### src/rtl/imm_mov_encoder.sv
// rtl/imm_mov_encoder.sv - emits the shortest LEGv8 MOVZ/MOVK sequence for a 64-bit constant
module imm_mov_encoder (
    input  logic        CLK,
    input  logic        Reset_n,
    input  logic [63:0] Value,
    input  logic [4:0]  Rd,
    input  logic        InValid,
    output logic        InReady,
    output logic [31:0] Instr,
    output logic        OutValid,
    output logic        OutLast,
    input  logic        OutReady
);

    localparam logic [8:0] OPC_MOVZ = 9'b110100101;
    localparam logic [8:0] OPC_MOVK = 9'b111100101;

    typedef enum logic {S_IDLE, S_EMIT} state_t;

    state_t      r_state;
    state_t      w_state_nxt;
    logic [63:0] r_value;
    logic [4:0]  r_rd;
    logic [3:0]  r_mask;
    logic [31:0] r_instr;
    logic        r_out_valid;
    logic        r_out_last;

    logic [3:0]  w_in_mask;
    logic [3:0]  w_src_mask;
    logic [63:0] w_src_value;
    logic [4:0]  w_src_rd;
    logic        w_src_first;
    logic [1:0]  w_idx;
    logic [15:0] w_hw;
    logic        w_last;
    logic [31:0] w_word;

    always_comb begin
        for (int i = 0; i < 4; i++) begin
            w_in_mask[i] = (Value[16*i +: 16] != 16'h0);
        end
    end

    // The word to register next comes either from the incoming request or
    // from the latched mask with the just-accepted bit removed.
    always_comb begin
        w_src_mask  = w_in_mask;
        w_src_value = Value;
        w_src_rd    = Rd;
        w_src_first = 1'b1;
        if (r_state == S_EMIT) begin
            w_src_mask  = r_mask & (r_mask - 4'd1);
            w_src_value = r_value;
            w_src_rd    = r_rd;
            w_src_first = 1'b0;
        end

        casez (w_src_mask)
            4'b???1: w_idx = 2'd0;
            4'b??10: w_idx = 2'd1;
            4'b?100: w_idx = 2'd2;
            4'b1000: w_idx = 2'd3;
            default: w_idx = 2'd0;
        endcase

        case (w_idx)
            2'd0:    w_hw = w_src_value[15:0];
            2'd1:    w_hw = w_src_value[31:16];
            2'd2:    w_hw = w_src_value[47:32];
            default: w_hw = w_src_value[63:48];
        endcase

        w_last = ((w_src_mask & (w_src_mask - 4'd1)) == 4'd0);
        w_word = {(w_src_first ? OPC_MOVZ : OPC_MOVK), w_idx, w_hw, w_src_rd};
    end

    always_comb begin
        w_state_nxt = r_state;
        case (r_state)
            S_IDLE: if (InValid) w_state_nxt = S_EMIT;
            S_EMIT: if (OutReady && r_out_last) w_state_nxt = S_IDLE;
            default: w_state_nxt = S_IDLE;
        endcase
    end

    always_ff @(posedge CLK) begin
        if (!Reset_n) begin
            r_state <= S_IDLE;
        end else begin
            r_state <= w_state_nxt;
        end
    end

    always_ff @(posedge CLK) begin
        if (!Reset_n) begin
            r_value     <= 64'h0;
            r_rd        <= 5'h0;
            r_mask      <= 4'h0;
            r_instr     <= 32'h0;
            r_out_valid <= 1'b0;
            r_out_last  <= 1'b0;
        end else if (r_state == S_IDLE) begin
            if (InValid) begin
                r_value     <= Value;
                r_rd        <= Rd;
                r_mask      <= w_in_mask;
                r_instr     <= w_word;
                r_out_valid <= 1'b1;
                r_out_last  <= w_last;
            end
        end else if (OutReady) begin
            if (r_out_last) begin
                r_mask      <= 4'h0;
                r_out_valid <= 1'b0;
                r_out_last  <= 1'b0;
            end else begin
                r_mask      <= w_src_mask;
                r_instr     <= w_word;
                r_out_last  <= w_last;
            end
        end
    end

    assign InReady  = Reset_n && (r_state == S_IDLE);
    assign Instr    = r_instr;
    assign OutValid = r_out_valid;
    assign OutLast  = r_out_last;

endmodule

### config.mk
export PLATFORM = sky130hd
export DESIGN_NAME = imm_mov_encoder
export DESIGN_NICKNAME = d
export VERILOG_FILES = /design/src/rtl/imm_mov_encoder.sv
export SDC_FILE = /design/constraint.sdc
export NUM_CORES = 1
export LEC_CHECK = 0
export BUFFER_PORTS_ARGS = -buffer_cell sky130_fd_sc_hd__buf_2
export CORE_ASPECT_RATIO = 2
export CORE_MARGIN = 3
export CORE_UTILIZATION = 55
export CTS_BUF_LIST = sky130_fd_sc_hd__clkbuf_16
export DETAILED_ROUTE_END_ITERATION = 10
export GPL_TIMING_DRIVEN = 1
export PLACE_DENSITY = 0.78
export SLEW_MARGIN = 10
export SYNTH_ARGS = -nofsm -noshare
export SYNTH_HDL_FRONTEND = slang
export SYNTH_SLANG_ARGS = --single-unit
export TNS_END_PERCENT = 100
### constraint.sdc
create_clock -name CLK -period 2.9 [get_ports CLK]
set_input_delay 0.145 -clock CLK [delete_from_list [all_inputs] [get_ports CLK]]
set_output_delay 0.145 -clock CLK [all_outputs]
set_load 0.02 [all_outputs]
After elaboration in Yosys (flattened, before gate mapping):

Cells that the tools add are included.

* memories: 0
* bits of input ports: 73
* latch bits: 0
* output and inout bits: 35
* RAM bits: 0
* bits in registers: 108
* memory bits (read-only): 0
* logic and storage cells: 58

* multiply operators: 0
* div/mod/pow operators: 0
* reduce and logical (&&, ||, !) cells: 13
* mux-type cells: 25
* bitwise gates (word level): 3
* shift operators: 0
* $add $sub $neg: 2
* equal/unequal tests: 8
* order comparisons: 0

Operators by type and width (count)
* $mux W32: 4
* $mux W64: 1
* $reduce_bool A16 Y1: 4
* $pmux W16 S3: 1
* $mux W4: 5
* $mux W1: 10
* $and A4 B4 Y4: 2
* $sub A4 B1 Y4 const B: 2
* $mux W7: 1
* $pmux W2 S3: 1
* $reduce_and A3 Y1: 2
* $mux W5: 1
* $eq A2 B2 Y1 const B: 2
* $eq A4 B4 Y1 const B: 1
* $logic_not A4 Y1: 1
* $ne A2 B2 Y1 const B: 2
* $reduce_and A2 Y1: 2
* $eq A3 B3 Y1 const B: 1
* $eq A2 B1 Y1 const B: 1
* $logic_and A1 B1 Y1: 2
* $logic_not A2 Y1: 1
* $ne A2 B1 Y1 const B: 1
* $pmux W1 S2: 1
* $reduce_bool A2 Y1: 1
* $not A1 Y1: 1

Depth between registers and ports, before layout:

Gate-level depths: netlist of the first run.

* depth in word-level cells: 10
* mapped depth: 9
* depth with buffers taken out: 5

Worst setup path before layout of the first run:

OpenSTA, ideal clock, no wires.

* path kind: register to register
* from: reg r_state
* to: reg r_instr[19] (netlist: Instr[19])
* library setup time: 117 ps
* stages on the path, launching flop included: 8
* clock period less this slack: 1875 ps
* buffers on the path: 3
* required time: 2783 ps
* arrival: 1759 ps
* setup slack: 1025 ps
* cells stage by stage: dfxtp_1 > clkbuf_2 > buf_4 > clkbuf_1 > mux2_2 > a211oi_1 > o21ai_1 > a22o_1

* word-level cells in the longest chain between the ends: 8
* elaborated cells on any way between the ends: 18
* those cells by class: eq/ne (7); mux (8); reduce/logical (3)

Ends and longest elaborated chain
* from (decl): RTL line 20 `state_t r_state;`
* from (signal assigned): RTL line 91 `r_state <= w_state_nxt;`
* $mux W4: RTL line 52 `if (r_state == S_EMIT) begin`
* $eq A4 B4 Y1, or another cell as far along: RTL line 59 `casez (w_src_mask)`
* $pmux W2 S3: RTL line 59
* $eq A2 B2 Y1, or another cell as far along: RTL line 67 `case (w_idx)`
* $pmux W16 S3: RTL line 67
* $mux W32: RTL line 113 `if (r_out_last) begin`
* $mux W32: RTL line 112 `end else if (OutReady) begin`
* $mux W32: RTL line 103 `end else if (r_state == S_IDLE) begin`
* to (signal assigned): RTL line 108 `r_instr <= w_word;`
* to (signal assigned): RTL line 119 `r_instr <= w_word;`
* to (decl): RTL line 25 `logic [31:0] r_instr;`

Parallel ways exist; a longest one is shown, timed or not. The select of a mux whose other input is x is not followed.
A chain may end at the register's enable or synchronous reset.

Final worst setup path of the first run:

* from: reg r_state
* to: reg r_instr[14] (netlist: Instr[14])

The elaborated chain is that of the path after synthesis.

==> results of run 1 <==
-- routing by layer --
metal | vias up | global-route usage, % | wire [um]
met5 | - | 0 | 0
met4 | 0 | 17.7 | 957
met3 | 60 | 4.31 | 828
met2 | 209 | 51.3 | 8370
met1 | 2517 | 34.1 | 6110
li1 | 2584 | - | -
-- worst max-delay path, cell delays in order, from the launching register on --
cell	delay, ns
dfxtp_2	0.71
o211ai_2	0.49
o22a_1	0.34
a2111oi_0	0.75
o41ai_1	0.15
a22o_1	0.23
-- layout make-up --
type / count / area (um2) / share of cell area, %
well taps: 104 / 130 / 2.12
inverters: 3 / 11.3 / 0.184
clock inverters: 7 / 88.8 / 1.45
multi-input cells: 512 / 2980 / 48.7
flip-flops and latches: 101 / 2020 / 33.0
clock buffers: 9 / 225 / 3.68
repair buffers: 123 / 663 / 10.8
-- what timing repair did --
item / CTS / global route
buffers inserted: 0 / 0
gates resized for setup: 0 / 5
endpoints found under the setup margin: 0 / 5
-- kinds of logic after synthesis --
group           Yosys count
compound gates          215
buf+inv                  70
flops                   101
mux                      21
other cells               1
simple gates            273
-- stage by stage --
stage	setup WS (ns)	instances
floorplan	1.02	683
global placement	0.0886	843
detailed placement	0.0257	843
CTS	0.0293	859
global route	0.0359	859
finish	0.120	859
-- worst max path at each step --
stage | to | slack (ns) | cells past startpoint
2_1_floorplan | Instr[19]$_SDFFE_PN0P_ | 1.02 | 7
3_3_place_gp | Instr[11]$_SDFFE_PN0P_ | 0.09 | 5
3_5_place_dp | Instr[11]$_SDFFE_PN0P_ | 0.03 | 5
4_1_cts | Instr[11]$_SDFFE_PN0P_ | 0.03 | 5
5_1_grt | Instr[14]$_SDFFE_PN0P_ | 0.04 | 5
6_report | Instr[14]$_SDFFE_PN0P_ | 0.12 | 5
-- placed cells by master (no fill, tap or decap), drive strengths merged, types with 2 or more instances in the layout --
| master | count |
|---|---|
| a2111oi | 16 |
| a211oi | 22 |
| a21oi | 76 |
| a22o | 16 |
| a31oi | 2 |
| a41o | 2 |
| a41oi | 4 |
| and2 | 3 |
| and4 | 2 |
| buf | 123 |
| bufinv | 2 |
| clkbuf | 9 |
| clkinv | 4 |
| conb | 3 |
| dfxtp | 101 |
| inv | 4 |
| mux2 | 16 |
| mux2i | 5 |
| nand2 | 163 |
| nand2b | 17 |
| nand3 | 20 |
| nor2 | 47 |
| nor2b | 2 |
| nor4 | 16 |
| o21ai | 37 |
| o22a | 16 |
| o311ai | 3 |
| o41ai | 17 |
-- power by group --
part | internal (W) | leakage (nW) | switching (W)
logic | 0.000257 | 1.48 | 0.000423
registers | 0.00149 | 0.832 | 0.0000752
clock network | 0.000752 | 0.153 | 0.000530
total | 0.00250 | 2.47 | 0.00103
-- state kept, by name (all words and copies together) (netlist names) --
signal / flops
Instr: 25
OutValid: 1
r_rd: 5
r_mask: 4
OutLast: 1
r_value: 64
r_state: 1
==> metrics.md, run 1 <==
| Metric | Value |
|---|---|
| Synthesis-to-finish area growth | `16.0%` |
| Peak fanout along the critical path | `27` |
| Hold depth | `3` |
| Hpwl dp | `12100 um` |
| Crit Path Category | `reg2reg` |
| Register-to-Register Path Depth | `5` |
| # fillers | `852` |
| Die Span X | `75.3 um` |
| Synth top area share | `38.3%` |
| Slew Limit Headroom | `19.5%` |
| Reg2Reg Setup Slack | `0.12 ns` |
| Largest net degree at the start of global routing | `71` |
| Synth Instances | `681` |
| Ant diodes | `0` |
| Initial antenna violation count | `0` |
| Final hold viol count | `0` |
| Setup Skew | `0.00573 ns` |
| Remaining antenna violation count after routing | `0` |
| Clock Path Buffers | `2` |
| Part of the cycle the worst path needs | `95.9%` |
| Overall fraction of global-route tracks in use | `30.0%` |
| Synth warn | `0` |
| Hold Buf Count CTS | `0` |
| RSZ-0062 raised after global routing | `false` |
| Worst vdd ir | `0.425 mV` |
| Routed wire per std cell | `18.9 um` |
| Dpl cell area | `5800 um2` |
| TritonCTS clock tree | `done` |
| Total gr overflow | `0` |
| Final core occ | `65.3%` |
| Yosys cell types | `44` |
| H-tree depth | `3` |
| DRT iter0 DRCs | `512` |
| Core area | `9380 um2` |
| Number of CTS-inserted buffers | `9` |
| Hold Startpoint | `Rd[2]` |
| Post-synth top cells | `163 x nand2_1, 101 x dfxtp_1, 75 x a21oi_1` |
| Minimum clock period | `2.78 ns` |
| EDFF count, synth | `0` |
| Clk slew on worst S/H paths | `0.07 ns` |
| Crit path DAT | `3.02 ns` |
| FF-to-FF End | `Instr[14]$_SDFFE_PN0P_` |
| Post-route cell area | `6130 um2` |
| Final setup TNS | `0 ns` |
| Power, Total | `0.00352 W` |
| PwrDens | `575 nW/um2` |
| First-pass GRT wire length | `24800 um` |
| Starting Density | `56.3%` |
| Synth area leaders | `dfxtp_1 38%, nand2_1 12%, a21oi_1 7.1%, mux2_2 3.4%, nor2_1 3.3%` |
| Adder-cell area share of the yosys netlist | `0%` |
| Fin. max-slew vios | `0` |
| Outcome | `finished clean` |
| Synth Area in Compound Gates | `28.2%` |
| Layout cells sized above 1 | `22.1%` |
| Leakage | `2.47 nW` |
| Most numerous cell in the Yosys netlist | `nand2_1` |
| Worst reg2reg startpoint | `r_state$_SDFF_PN0_` |
| Worst hold endpoint | `r_rd[2]$_SDFFE_PN0P_` |
| # rows | `50` |
| Die ar. | `10900 um2` |
| Netlist Area Pre-Place | `5280 um2` |
| Root buf cell | `clkbuf_16` |
| Vias/cell | `6.25` |
| DRC errors left | `0` |
| F_max | `360 MHz` |
| Setup crit start kind | `flip-flop` |
| Avg Cell Area, Syn | `7.76 um2` |
| Top_reg_cell synth | `dfxtp_1` |
| Port Buf Inserts | `104` |
| Hold WC Path Type | `in2reg` |
| WL final | `16300 um` |
| Vias in the first global route | `4970` |
| CP Capture Type | `flip-flop` |
| Main combinational cell family by area after synthesis | `compound AO/OA/AOI/OAI gates` |
| XOR/XNOR Fraction of Synth Area | `0%` |
| GP Congestion | `0.925` |
| Total number of vias | `5370` |
| Largest area contributor in the netlist | `dfxtp_1` |
| Worst-Margin Slew | `1.21 ns` |
| DIE HEIGHT | `145 um` |
| Layout Nets | `823` |
| I/O pin count | `108` |
| CP Data Required Time | `3.14 ns` |
| Sink Count | `101` |
| Setup-failing EPs final | `0` |
| Post-synthesis mux area share | `4.36%` |
| Yosys reg bits | `101` |
| Simple-gate portion of the synthesized area | `23.1%` |
| Seq/Total Area, Yosys | `38.3%` |
| Later-pin clock latency in the skew report | `0.34 ns` |
| Synth async-reset ratio | `0%` |
| Max-cap violations | `0` |
| Worst Setup SP | `r_state$_SDFF_PN0_` |
| Worst hold slack | `0.0406 ns` |
| Drt first pass iters | `5` |
Power figures use the tool's default switching activity.
==> run 2, diff against run 1 <==
--- a/config.mk
+++ b/config.mk
@@ -8,11 +8,11 @@
 export BUFFER_PORTS_ARGS = -buffer_cell sky130_fd_sc_hd__buf_2
 export CORE_ASPECT_RATIO = 2
 export CORE_MARGIN = 3
-export CORE_UTILIZATION = 55
+export CORE_UTILIZATION = 53
 export CTS_BUF_LIST = sky130_fd_sc_hd__clkbuf_16
 export DETAILED_ROUTE_END_ITERATION = 10
 export GPL_TIMING_DRIVEN = 1
-export PLACE_DENSITY = 0.78
+export PLACE_DENSITY = 0.75
 export SLEW_MARGIN = 10
 export SYNTH_ARGS = -nofsm -noshare
 export SYNTH_HDL_FRONTEND = slang
==> metrics.md, run 2 (synthesis gave the netlist of run 1 again) <==
| Metric | Value |
|---|---|
| CP Capture Type | `flip-flop (unchanged)` |
| Starting Density | `54.5% (was 56.3%)` |
| Outcome | `finished clean (unchanged)` |
| Crit-path max cell delay | `0.61 ns (was 0.75 ns)` |
| Clk slew on worst S/H paths | `0.07 ns (about the same)` |
| Max-cap violations | `0 (unchanged)` |
| F_max | `421 MHz (was 360 MHz)` |
| Register-to-Register Path Depth | `6 (was 5)` |
| DIE HEIGHT | `147 um (was 145 um)` |
| FF-to-FF End | `Instr[11]$_SDFFE_PN0P_ (was Instr[14]$_SDFFE_PN0P_)` |
| Hold depth | `3 (unchanged)` |
| Setup bufs post-CTS | `0 (unchanged)` |
| Worst path slowest cell | `dfxtp_2 (was a2111oi_0)` |
| Setup crit start kind | `flip-flop (unchanged)` |
| Minimum clock period | `2.37 ns (was 2.78 ns)` |
| Worst hold endpoint | `r_rd[1]$_SDFFE_PN0P_ (was r_rd[2]$_SDFFE_PN0P_)` |
| DRT iter0 DRCs | `363 (was 512)` |
| Worst reg2reg startpoint | `r_state$_SDFF_PN0_ (unchanged)` |
| Vias/cell | `5.96 (was 6.25)` |
| Ant diodes | `0 (unchanged)` |
| Crit path DAT | `2.62 ns (was 3.02 ns)` |
| Slew Limit Headroom | `26.4% (was 19.5%)` |
| Final core occ | `63.8% (was 65.3%)` |
| PwrDens | `551 nW/um2 (was 575 nW/um2)` |
| Sink Count | `101 (unchanged)` |
| Setup Skew | `0.00595 ns (was 0.00573 ns)` |
| Worst-Margin Slew | `1.10 ns (was 1.21 ns)` |
| GP Congestion | `0.931 (was 0.925)` |
| Largest net degree at the start of global routing | `51 (was 71)` |
| Vias in the first global route | `5086 (was 4970)` |
| Post-CTS resize count | `0 (unchanged)` |
| Drt first pass iters | `5 (unchanged)` |
| Remaining antenna violation count after routing | `0 (unchanged)` |
| Total number of vias | `5338 (was 5370)` |
| Port Buf Inserts | `104 (unchanged)` |
| H-tree depth | `3 (unchanged)` |
| Commonest non-fill, non-tap cell in the layout | `nand2_1 (unchanged)` |
| Layout cells sized above 1 | `22.7% (was 22.1%)` |
| Die Span X | `76.6 um (was 75.3 um)` |
| # rows | `51 (was 50)` |
| Total gr overflow | `0 (unchanged)` |
| Synthesis-to-finish area growth | `17.2% (was 16.0%)` |
| Part of the cycle the worst path needs | `81.9% (was 95.9%)` |
| Worst vdd ir | `0.397 mV (was 0.425 mV)` |
| Final hold viol count | `0 (unchanged)` |
| Largest register FFs | `64 (unchanged)` |
| Hpwl dp | `11700 um (was 12100 um)` |
| Setup-failing EPs final | `0 (unchanged)` |
| TritonCTS clock tree | `done (unchanged)` |
| CP delay by family, top | `compound AO/OA/AOI/OAI gates (unchanged)` |
| First-pass GRT wire length | `25200 um (was 24800 um)` |
| Hold WC Path Type | `in2reg (unchanged)` |
| Die ar. | `11300 um2 (was 10900 um2)` |
| WL final | `15600 um (was 16300 um)` |
| Hold Buf Count CTS | `0 (unchanged)` |
| Most flop-heavy register | `r_value (unchanged)` |
| Number of CTS-inserted buffers | `9 (unchanged)` |
| Hold Startpoint | `Rd[1] (was Rd[2])` |
| Root buf cell | `clkbuf_16 (unchanged)` |
| Final setup TNS | `0 ns (unchanged)` |
| Reg2Reg Setup Slack | `0.53 ns (was 0.12 ns)` |
| Routed wire per std cell | `17.4 um (was 18.9 um)` |
| Fin. max-slew vios | `0 (unchanged)` |
| WP buf/inv | `1 (was 0)` |
| Core area | `9700 um2 (was 9380 um2)` |
| Later-pin clock latency in the skew report | `0.35 ns (was 0.34 ns)` |
| Initial antenna violation count | `0 (unchanged)` |
| Most frequent cells in the layout | `163 x nand2_1, 104 x buf_2, 100 x dfxtp_1 (unchanged)` |
| RSZ-0062 raised after global routing | `false (unchanged)` |
| Leakage | `2.51 nW (was 2.47 nW)` |
| Layout Nets | `831 (was 823)` |
| Clock Path Buffers | `2 (unchanged)` |
| CP Data Required Time | `3.14 ns (about the same)` |
| Crit Path Category | `reg2reg (unchanged)` |
| I/O pin count | `108 (unchanged)` |
| DRC errors left | `0 (unchanged)` |
| Overall fraction of global-route tracks in use | `27.8% (was 30.0%)` |
| Peak fanout along the critical path | `17 (was 27)` |
| Crit path cell chain | `o211ai_2 -> o22a_1 -> a2111oi_0 -> buf_4 -> o41ai_1 -> a22o_1 (was o211ai_2 -> o22a_1 -> a2111oi_0 -> o41ai_1 -> a22o_1)` |
==> run 2: cell types whose count changed in the layout (fill, tap and decap cells not counted), moves of 2 or more <==
cell,previous run,this run
a2111oi_1,4,0
inv_1,2,4
buf_4,19,26
a2111oi_0,11,16
==> run 2: worst max path at each step <==
stage	start	to	slack, ns	cells past startpoint
after floorplan	r_state$_SDFF_PN0_	Instr[19]$_SDFFE_PN0P_	1.02	7
after global placement	Value[2]	Instr[16]$_SDFFE_PN0P_	0.59	7
after detailed placement	Value[13]	Instr[20]$_SDFFE_PN0P_	0.45	7
after CTS	r_state$_SDFF_PN0_	Instr[13]$_SDFFE_PN0P_	0.54	6
after global routing	r_state$_SDFF_PN0_	Instr[17]$_SDFFE_PN0P_	0.37	6
final	r_state$_SDFF_PN0_	Instr[11]$_SDFFE_PN0P_	0.53	6
==> run 2: power breakdown <==
group | total, W | internal [W] | switching (W) | leakage [nW]
combinational | 0.000686 | 0.000267 | 0.000420 | 1.53
sequential | 0.00156 | 0.00149 | 0.0000701 | 0.832
clock | 0.00117 | 0.000657 | 0.000512 | 0.147
==> run 2: final cells by class <==
cell class                      count  area (um2)
Timing Repair Buffer              131         736
Clock buffer                        9         225
Tap cell                          132         165
Multi-Input combinational cell    512        2970
Inverter                            3        11.3
Sequential cell                   101        2020
Clock inverter                      7        58.8
Fill cell                         909        3510
==> run 2: per-stage QoR <==
stage	instances	setup WS, ns	hold WS, ns	total power (W)	cell area (um2)
final	895	0.526	0.0483	0.00341	6190
after CTS	895	0.545	0.0374	0.00342	6190
after floorplan	683	1.02	0.267	0.00201	5290
after global routing	895	0.366	0.0488	0.00356	6190
after detailed placement	879	0.452	0.407	0.00227	5910
after global placement	879	0.587	0.399	0.00225	5910
==> run 2: worst min-delay path, stage by stage <==
cell,delay (ns)
buf_2,0.11
nand2_1,0.05
a21oi_1,0.05
==> run 2: per-layer routing <==
metal / vias to the layer above / track usage [%] / routed length (um)
li1: 2588 / - / -
met1: 2490 / 32.2 / 6010
met5: - / 0 / 0
met2: 207 / 47.2 / 7850
met3: 53 / 5.03 / 857
met4: 0 / 16.7 / 882
